[src/rtl/mem_arbiter.sv]
// Three-way arbiter (loader, data, fetch) in front of a single-port memory.
// Each access runs IDLE -> ISSUE -> WAIT -> RESP and ends with a one-cycle ack.
module mem_arbiter #(
  parameter int unsigned DW         = 32,
  parameter int unsigned AW         = 32,
  parameter int unsigned MEM_LAT    = 1,
  parameter int unsigned STARVE_MAX = 4
) (
  input  logic          clk,
  input  logic          Reset,
  input  logic          ld_req,
  input  logic [AW-1:0] ld_addr,
  input  logic [DW-1:0] ld_wdata,
  output logic          ld_ack,
  input  logic          d_req,
  input  logic          d_we,
  input  logic [AW-1:0] d_addr,
  input  logic [DW-1:0] d_wdata,
  output logic [DW-1:0] d_rdata,
  output logic          d_ack,
  input  logic          f_req,
  input  logic [AW-1:0] f_addr,
  output logic [DW-1:0] f_rdata,
  output logic          f_ack,
  output logic          mem_en,
  output logic          mem_we,
  output logic [AW-1:0] mem_addr,
  output logic [DW-1:0] mem_wdata,
  input  logic [DW-1:0] mem_rdata,
  output logic          busy,
  output logic [1:0]    owner
);

  localparam int unsigned LCW = 4;
  localparam int unsigned SCW = (STARVE_MAX < 1) ? 1 : $clog2(STARVE_MAX + 1);

  localparam logic [1:0] OWN_NONE = 2'd0;
  localparam logic [1:0] OWN_LD   = 2'd1;
  localparam logic [1:0] OWN_D    = 2'd2;
  localparam logic [1:0] OWN_F    = 2'd3;

  typedef enum logic [1:0] {
    S_IDLE  = 2'd0,
    S_ISSUE = 2'd1,
    S_WAIT  = 2'd2,
    S_RESP  = 2'd3
  } state_t;

  state_t          state_q, state_d;
  logic [1:0]      owner_q, owner_d;
  logic [LCW-1:0]  lat_cnt_q, lat_cnt_d;
  logic [SCW-1:0]  starve_q, starve_d;
  logic            acc_we_q, acc_we_d;
  logic            mem_en_q, mem_en_d;
  logic            mem_we_q, mem_we_d;
  logic [AW-1:0]   mem_addr_q, mem_addr_d;
  logic [DW-1:0]   mem_wdata_q, mem_wdata_d;
  logic [DW-1:0]   d_rdata_q, d_rdata_d;
  logic [DW-1:0]   f_rdata_q, f_rdata_d;
  logic            ld_ack_q, ld_ack_d;
  logic            d_ack_q, d_ack_d;
  logic            f_ack_q, f_ack_d;
  logic            busy_q, busy_d;

  logic            starve_sat;
  logic            fetch_forced;
  logic            any_req;

  assign starve_sat   = (starve_q == SCW'(STARVE_MAX));
  assign fetch_forced = f_req && starve_sat;
  assign any_req      = ld_req || d_req || f_req;

  // Grant selection, access sequencing and output staging
  always_comb begin
    state_d     = state_q;
    owner_d     = owner_q;
    lat_cnt_d   = lat_cnt_q;
    starve_d    = starve_q;
    acc_we_d    = acc_we_q;
    mem_en_d    = 1'b0;
    mem_we_d    = 1'b0;
    mem_addr_d  = mem_addr_q;
    mem_wdata_d = mem_wdata_q;
    d_rdata_d   = d_rdata_q;
    f_rdata_d   = f_rdata_q;
    ld_ack_d    = 1'b0;
    d_ack_d     = 1'b0;
    f_ack_d     = 1'b0;

    case (state_q)
      S_IDLE: begin
        if (!f_req) begin
          starve_d = '0;
        end
        if (ld_req) begin
          owner_d     = OWN_LD;
          acc_we_d    = 1'b1;
          mem_addr_d  = ld_addr;
          mem_wdata_d = ld_wdata;
        end else if (d_req && !fetch_forced) begin
          owner_d     = OWN_D;
          acc_we_d    = d_we;
          mem_addr_d  = d_addr;
          mem_wdata_d = d_wdata;
          if (f_req && !starve_sat) begin
            starve_d = starve_q + SCW'(1);
          end
        end else if (f_req) begin
          owner_d     = OWN_F;
          acc_we_d    = 1'b0;
          mem_addr_d  = f_addr;
          mem_wdata_d = '0;
          starve_d    = '0;
        end
        if (any_req) begin
          state_d  = S_ISSUE;
          mem_en_d = 1'b1;
          mem_we_d = acc_we_d;
        end
      end

      S_ISSUE: begin
        lat_cnt_d = LCW'(MEM_LAT);
        state_d   = S_WAIT;
      end

      // Final wait cycle: memory data is valid now, capture it for reads
      S_WAIT: begin
        if (lat_cnt_q <= LCW'(1)) begin
          state_d = S_RESP;
          if (!acc_we_q && owner_q == OWN_D) begin
            d_rdata_d = mem_rdata;
          end
          if (!acc_we_q && owner_q == OWN_F) begin
            f_rdata_d = mem_rdata;
          end
          ld_ack_d = (owner_q == OWN_LD);
          d_ack_d  = (owner_q == OWN_D);
          f_ack_d  = (owner_q == OWN_F);
        end else begin
          lat_cnt_d = lat_cnt_q - LCW'(1);
        end
      end

      S_RESP: begin
        state_d = S_IDLE;
        owner_d = OWN_NONE;
      end

      default: begin
        state_d = S_IDLE;
        owner_d = OWN_NONE;
      end
    endcase

    busy_d = (state_d != S_IDLE);
  end

  always_ff @(posedge clk or negedge Reset) begin
    if (!Reset) begin
      state_q     <= S_IDLE;
      owner_q     <= OWN_NONE;
      lat_cnt_q   <= '0;
      starve_q    <= '0;
      acc_we_q    <= 1'b0;
      mem_en_q    <= 1'b0;
      mem_we_q    <= 1'b0;
      mem_addr_q  <= '0;
      mem_wdata_q <= '0;
      d_rdata_q   <= '0;
      f_rdata_q   <= '0;
      ld_ack_q    <= 1'b0;
      d_ack_q     <= 1'b0;
      f_ack_q     <= 1'b0;
      busy_q      <= 1'b0;
    end else begin
      state_q     <= state_d;
      owner_q     <= owner_d;
      lat_cnt_q   <= lat_cnt_d;
      starve_q    <= starve_d;
      acc_we_q    <= acc_we_d;
      mem_en_q    <= mem_en_d;
      mem_we_q    <= mem_we_d;
      mem_addr_q  <= mem_addr_d;
      mem_wdata_q <= mem_wdata_d;
      d_rdata_q   <= d_rdata_d;
      f_rdata_q   <= f_rdata_d;
      ld_ack_q    <= ld_ack_d;
      d_ack_q     <= d_ack_d;
      f_ack_q     <= f_ack_d;
      busy_q      <= busy_d;
    end
  end

  assign ld_ack    = ld_ack_q;
  assign d_ack     = d_ack_q;
  assign f_ack     = f_ack_q;
  assign d_rdata   = d_rdata_q;
  assign f_rdata   = f_rdata_q;
  assign mem_en    = mem_en_q;
  assign mem_we    = mem_we_q;
  assign mem_addr  = mem_addr_q;
  assign mem_wdata = mem_wdata_q;
  assign busy      = busy_q;
  assign owner     = owner_q;

endmodule

[config.mk]
export PLATFORM = sky130hd
export DESIGN_NAME = mem_arbiter
export DESIGN_NICKNAME = d
export VERILOG_FILES = /design/src/rtl/mem_arbiter.sv
export SDC_FILE = /design/constraint.sdc
export NUM_CORES = 1
export LEC_CHECK = 0
export BUFFER_PORTS_ARGS = -buffer_cell sky130_fd_sc_hd__buf_2
export CAP_MARGIN = 20
export CORE_MARGIN = 3
export CORE_UTILIZATION = 35
export CTS_BUF_LIST = sky130_fd_sc_hd__clkbuf_16
export DETAILED_ROUTE_END_ITERATION = 7
export PLACE_DENSITY = 0.67
export SLEW_MARGIN = 0
export SYNTH_ARGS = -nofsm -noshare
export SYNTH_HDL_FRONTEND = slang
export SYNTH_SLANG_ARGS = --single-unit
[constraint.sdc]
create_clock -name clk -period 2.1 [get_ports clk]
set_input_delay 0.21 -clock clk [delete_from_list [all_inputs] [get_ports clk]]
set_output_delay 0.21 -clock clk [all_outputs]
set_load 0.01 [all_outputs]
Yosys cells after proc, flatten, opt, wreduce, memory -nomap -nowiden --
Index checks and enable logic that the tools add are counted.
Cells by class: $add $sub $neg 2, $mul 0, divide/modulo/power cells 0, magnitude comparators 1, eq/ne operators 9, shifts and indexed selects 0, muxes and demuxes 33, bitwise logic cells 0, reductions and logical operators 20
Operators by type and width (count):
- 32-bit two-way mux | 6
- 3-bit two-way mux | 5
- 1-bit two-way mux | 13
- 2-bit two-way mux | 5
- 2-bit == test, second input constant | 4
- 2-bit case mux with 4 select lines | 1
- 4-bit case mux with 2 select lines | 1
- 2-bit AND reduction | 3
- 3-bit AND reduction | 2
- 2-bit nonzero test | 3
- 1-bit logical AND | 5
- 2-bit by 1-bit == test with 1-bit output, second input constant | 2
- 4-bit by 1-bit less-or-equal comparator with 1-bit output, second input constant | 1
- 4-bit two-way mux | 1
- 4-bit inequality test, second input constant | 1
- 2-bit case mux with 2 select lines | 1
- 4-bit by 1-bit subtractor with 4-bit output, second input constant | 1
- 3-bit by 1-bit adder with 3-bit output, second input constant | 1
- 3-bit == test, second input constant | 1
- 1-bit logical NOT | 3
- 3-bit nonzero test | 1
- 2-bit logical NOT | 1
- 1-bit logical OR | 2
- 2-bit inequality test, second input constant | 1
Storage, ports and cells: register bits 146, latch bits 0, bits in writable memories 0, ROM bits 0, output and inout port bits 136, word-level logic and storage cells 80, memories 0

Depth between registers and ports, before layout --
word-level depth 8, mapped depth 9, gate-level depth less buffers 6

Least setup slack after synthesis --
Ideal clock, no wire load.
kind register to register, start point register state_q[0], end point register d_rdata_q[1] (netlist: d_rdata[1]), arrival time 2.056 ns, required time 1.975 ns, setup slack -0.080 ns, stages on the path, launching flop included 9, buffers on the path 2, period minus slack after synthesis 2.180 ns, cell sequence dfrtp_1 -> inv_1 -> ha_1 -> buf_4 -> and2b_1 -> or3b_4 -> nor3_4 -> buf_6 -> mux2_2
On the way: word-level cells in the longest chain between the ends 2
RTL lines:
- start, declared | RTL line 49 | state_t state_q, state_d;
- start signal, assigned | RTL line 177 | state_q <= state_d;
- 2-bit == test | RTL line 90 | case (state_q)
- 3-bit AND reduction (no line)
- end signal, assigned | RTL line 186 | d_rdata_q <= d_rdata_d;
- end, declared | RTL line 58 | logic [DW-1:0] d_rdata_q, d_rdata_d;
Every way passes these cells. A chain may end at the register's enable or synchronous reset.

Final worst setup path --
start point register state_q[0], end point register d_rdata_q[16] (netlist: d_rdata[16])
Same word-level chain as after synthesis.

==> summary.txt <==
STA
  – Endpoints failing hold: 0
  – Period utilisation layout: 0.965
  – Worst Max-Slew Pin Slew: 586 ps
  – RSZ-0062 raised after global routing: true
  – Rel. slew slack: 0.609
  – Fmax: just under 500 MHz
  – Fin. max-slew vios: 0
  – Minimum clock period: between 2000 and 2500 ps
  – Setup-failing EPs final: 0
  – Worst-case clock skew: ~9.7 ps

Finish
  – Commonest non-fill, non-tap cell in the layout: buf_2
  – Final core area utilization: 0.521
  – Fin nets: between 1k and 1.5k
  – Number of inserted diodes: 0
  – Final cell count without fillers: approximately 1.2k
  – Most frequent cells in the layout: buf_2, dfrtp_1, o21ai_0
  – Area Growth Syn to Fin: 44.0%
  – Share of cells above drive strength 1: 0.499
  – Cell area after layout: roughly 9500 um2

Detailed routing
  – # DRC: 0
  – TritonRoute pass-1 iters: 4
  – Wire per inst: 17.4 um
  – Antenna viol nets, final: 0
  – First-iteration detailed-routing DRC count: between 150 and 200
  – Drt total wl: between 20 and 25 mm
  – Vias: about 5.7k
  – Detail-routed via count per cell: 4.90

Power
  – Power density cells: between 1000 and 1500 nW/um2
  – Static leakage: just over 5 nW
  – Worst vdd ir: between 0.6 and 0.7 mV

Placement
  – DP Cell Count: between 1k and 1.5k
  – GPL Wtd Cong: between 0.7 and 0.8
  – Post-DP HPWL: between 15 and 20 mm
  – Placed inst area: between 8000 and 9000 um2
  – I/O Buffers: 333

Logic synthesis
  – Syn_area_per_cell: 11.3 um2
  – #FFs+latches synth: 146
  – Post-synthesis sequential area ratio: 0.553
  – Synthesized area: between 6000 and 7000 um2
  – Post-synthesis net count: 790
  – Yosys warns: 0
  – Predominant post-synthesis flop cell: dfrtp_1
  – Synth unique cells: 32
  – Post-synthesis cell count: 583
  – Number of flops mapped to enable cells by yosys: 0
  – Async S/R FF share, synth: 1.00

Clock tree
  – CTS tree: done
  – Clock Path Buffers: 2
  – CTS buffer count: 17
  – Depth of the CTS H-tree: 4
  – CTS Sinks: 146
  – Clk Latency, worst-skew pair: roughly 420 ps
  – Clock Pin Slew Worst Setup and Hold Paths: roughly 70 ps
  – Clock root buffer: clkbuf_16

Critical path
  – Critical Path AT: 2330 ps
  – Worst Setup Start Kind: flop
  – CP required: approximately 2400 ps
  – CP bufs+invs: 2
  – CP Capture Type: flop
  – Crit path largest cell delay: 420 ps
  – Delay-heaviest family, CP: simple AND/OR/NAND/NOR gates
  – Worst Setup Path Type: flop to flop
  – Crit-path cells: inv_2 > ha_4 > and2b_1 > or3b_4 > nor3_4 > buf_6 > mux2_2
  – Slowest cell on the critical path: or3b_4
  – CP max FO: 16

Die
  – Core Area: 18300 um2
  – DIE HEIGHT: 143 um
  – I/O pins: 334
  – Initial Utilization: 0.362
  – Die width: 143 um
  – Full die area: about 20000 um2
  – Num rows: just under 50

Global routing
  – Number of global-route vias before repair: about 5.5k
  – Total track usage: 0.193
  – Largest net degree at the start of global routing: 70
  – First-pass GRT wire length: 30.8 mm
  – Total grt overflow: 0
  – Antenna violations before repair: 1

Min path
  – Worst Hold Class: input pin to flop

Run
  – Max-cap violations: 0

Status
  – Status: complete, no violations
metrics by stage:
stage | setup WS [ps] | setup TNS (ps) | power, mW | hold slack, ps
after floorplan | -71.8 | -2990 | 7.55 | -85.6
after global placement | 44.3 | 0 | 9.77 | 178
after detailed placement | -15.6 | -51.0 | 9.90 | 176
after CTS | -17.0 | -29.3 | 13.4 | 4.53
after global routing | -28.8 | -550 | 14.1 | 11.7
final | 73.6 | 0 | 13.2 | 33.7
synthesized netlist by cell type, types with 3 or more instances:
| cell type | n | share of area |
|---|---|---|
| dfrtp_1 | 146 | 0.55 |
| and2_1 | 33 | 0.031 |
| o21ai_0 | 71 | 0.054 |
| nand2_1 | 41 | 0.023 |
| a31oi_1 | 34 | 0.032 |
| nor2_1 | 9 | 0.0051 |
| mux2_2 | 62 | 0.11 |
| inv_1 | 10 | 0.0057 |
| a21oi_1 | 34 | 0.026 |
| mux2i_1 | 34 | 0.051 |
| nor3_1 | 3 | 0.0023 |
| buf_6 | 6 | 0.010 |
| buf_2 | 8 | 0.0061 |
| clkbuf_1 | 28 | 0.016 |
| mux2_1 | 4 | 0.0068 |
| ha_1 | 9 | 0.017 |
| and3_1 | 32 | 0.030 |
layer usage:
layer | track usage | share of wire
met5 | 0 | 0.00064
met2 | 0.327 | 0.50
met3 | 0.0532 | 0.077
met1 | 0.236 | 0.40
met4 | 0.0679 | 0.023
cell type report:
class                           instances  area (um2)
Clock inverter                         15         239
Multi-Input combinational cell        383        2830
Sequential cell                       146        3650
Inverter                               11        41.3
Fill cell                            1679        8750
Timing Repair Buffer                  364        2050
Clock buffer                           17         425
Tap cell                              229         287
report_power, final:
part	internal [mW]	switching, mW
combinational	2.41	2.67
clock	2.06	1.35
sequential	4.05	0.697
kinds of logic after synthesis:
kind of cell | synth area share
AO/OA/AOI/OAI | 0.122
AND/OR/NAND/NOR | 0.105
adder cells (fa/ha/maj) | 0.0170
buffers and inverters | 0.0396
multiplexers | 0.164
flip-flops | 0.553
final timing paths:
kind                       slack (ps)           from           end  cells past startpoint
max in group asynchronous        1170          Reset  mem_addr[17]                      3
hold / removal                     30  mem_rdata[10]   f_rdata[10]                      2
setup / recovery                   70     state_q[0]   d_rdata[16]                      7
hold reg to reg                   460       owner[1]        ld_ack                      1
setup reg to reg                   70     state_q[0]   d_rdata[16]                      7
min in group asynchronous         280          Reset    d_rdata[5]                      2
state kept, by name, summed over array words and instances (netlist names):
name,cells
acc_we_q,1
busy,1
d_ack,1
d_rdata,32
f_ack,1
f_rdata,32
lat_cnt_q,4
ld_ack,1
mem_addr,32
mem_en,1
mem_wdata,32
mem_we,1
owner,2
starve_q,3
state_q,2
what timing repair did:
item | in CTS | in global routing
cloned | 1 | 2
pin swaps | 0 | 1
hold buffers | 1 | 0
endpoints found under the setup margin | 27 | 39
resized for setup | 3 | 2
endpoints found under the hold margin | 46 | 0
buffers inserted | 4 | 2
(Power assumes the default switching activity.)
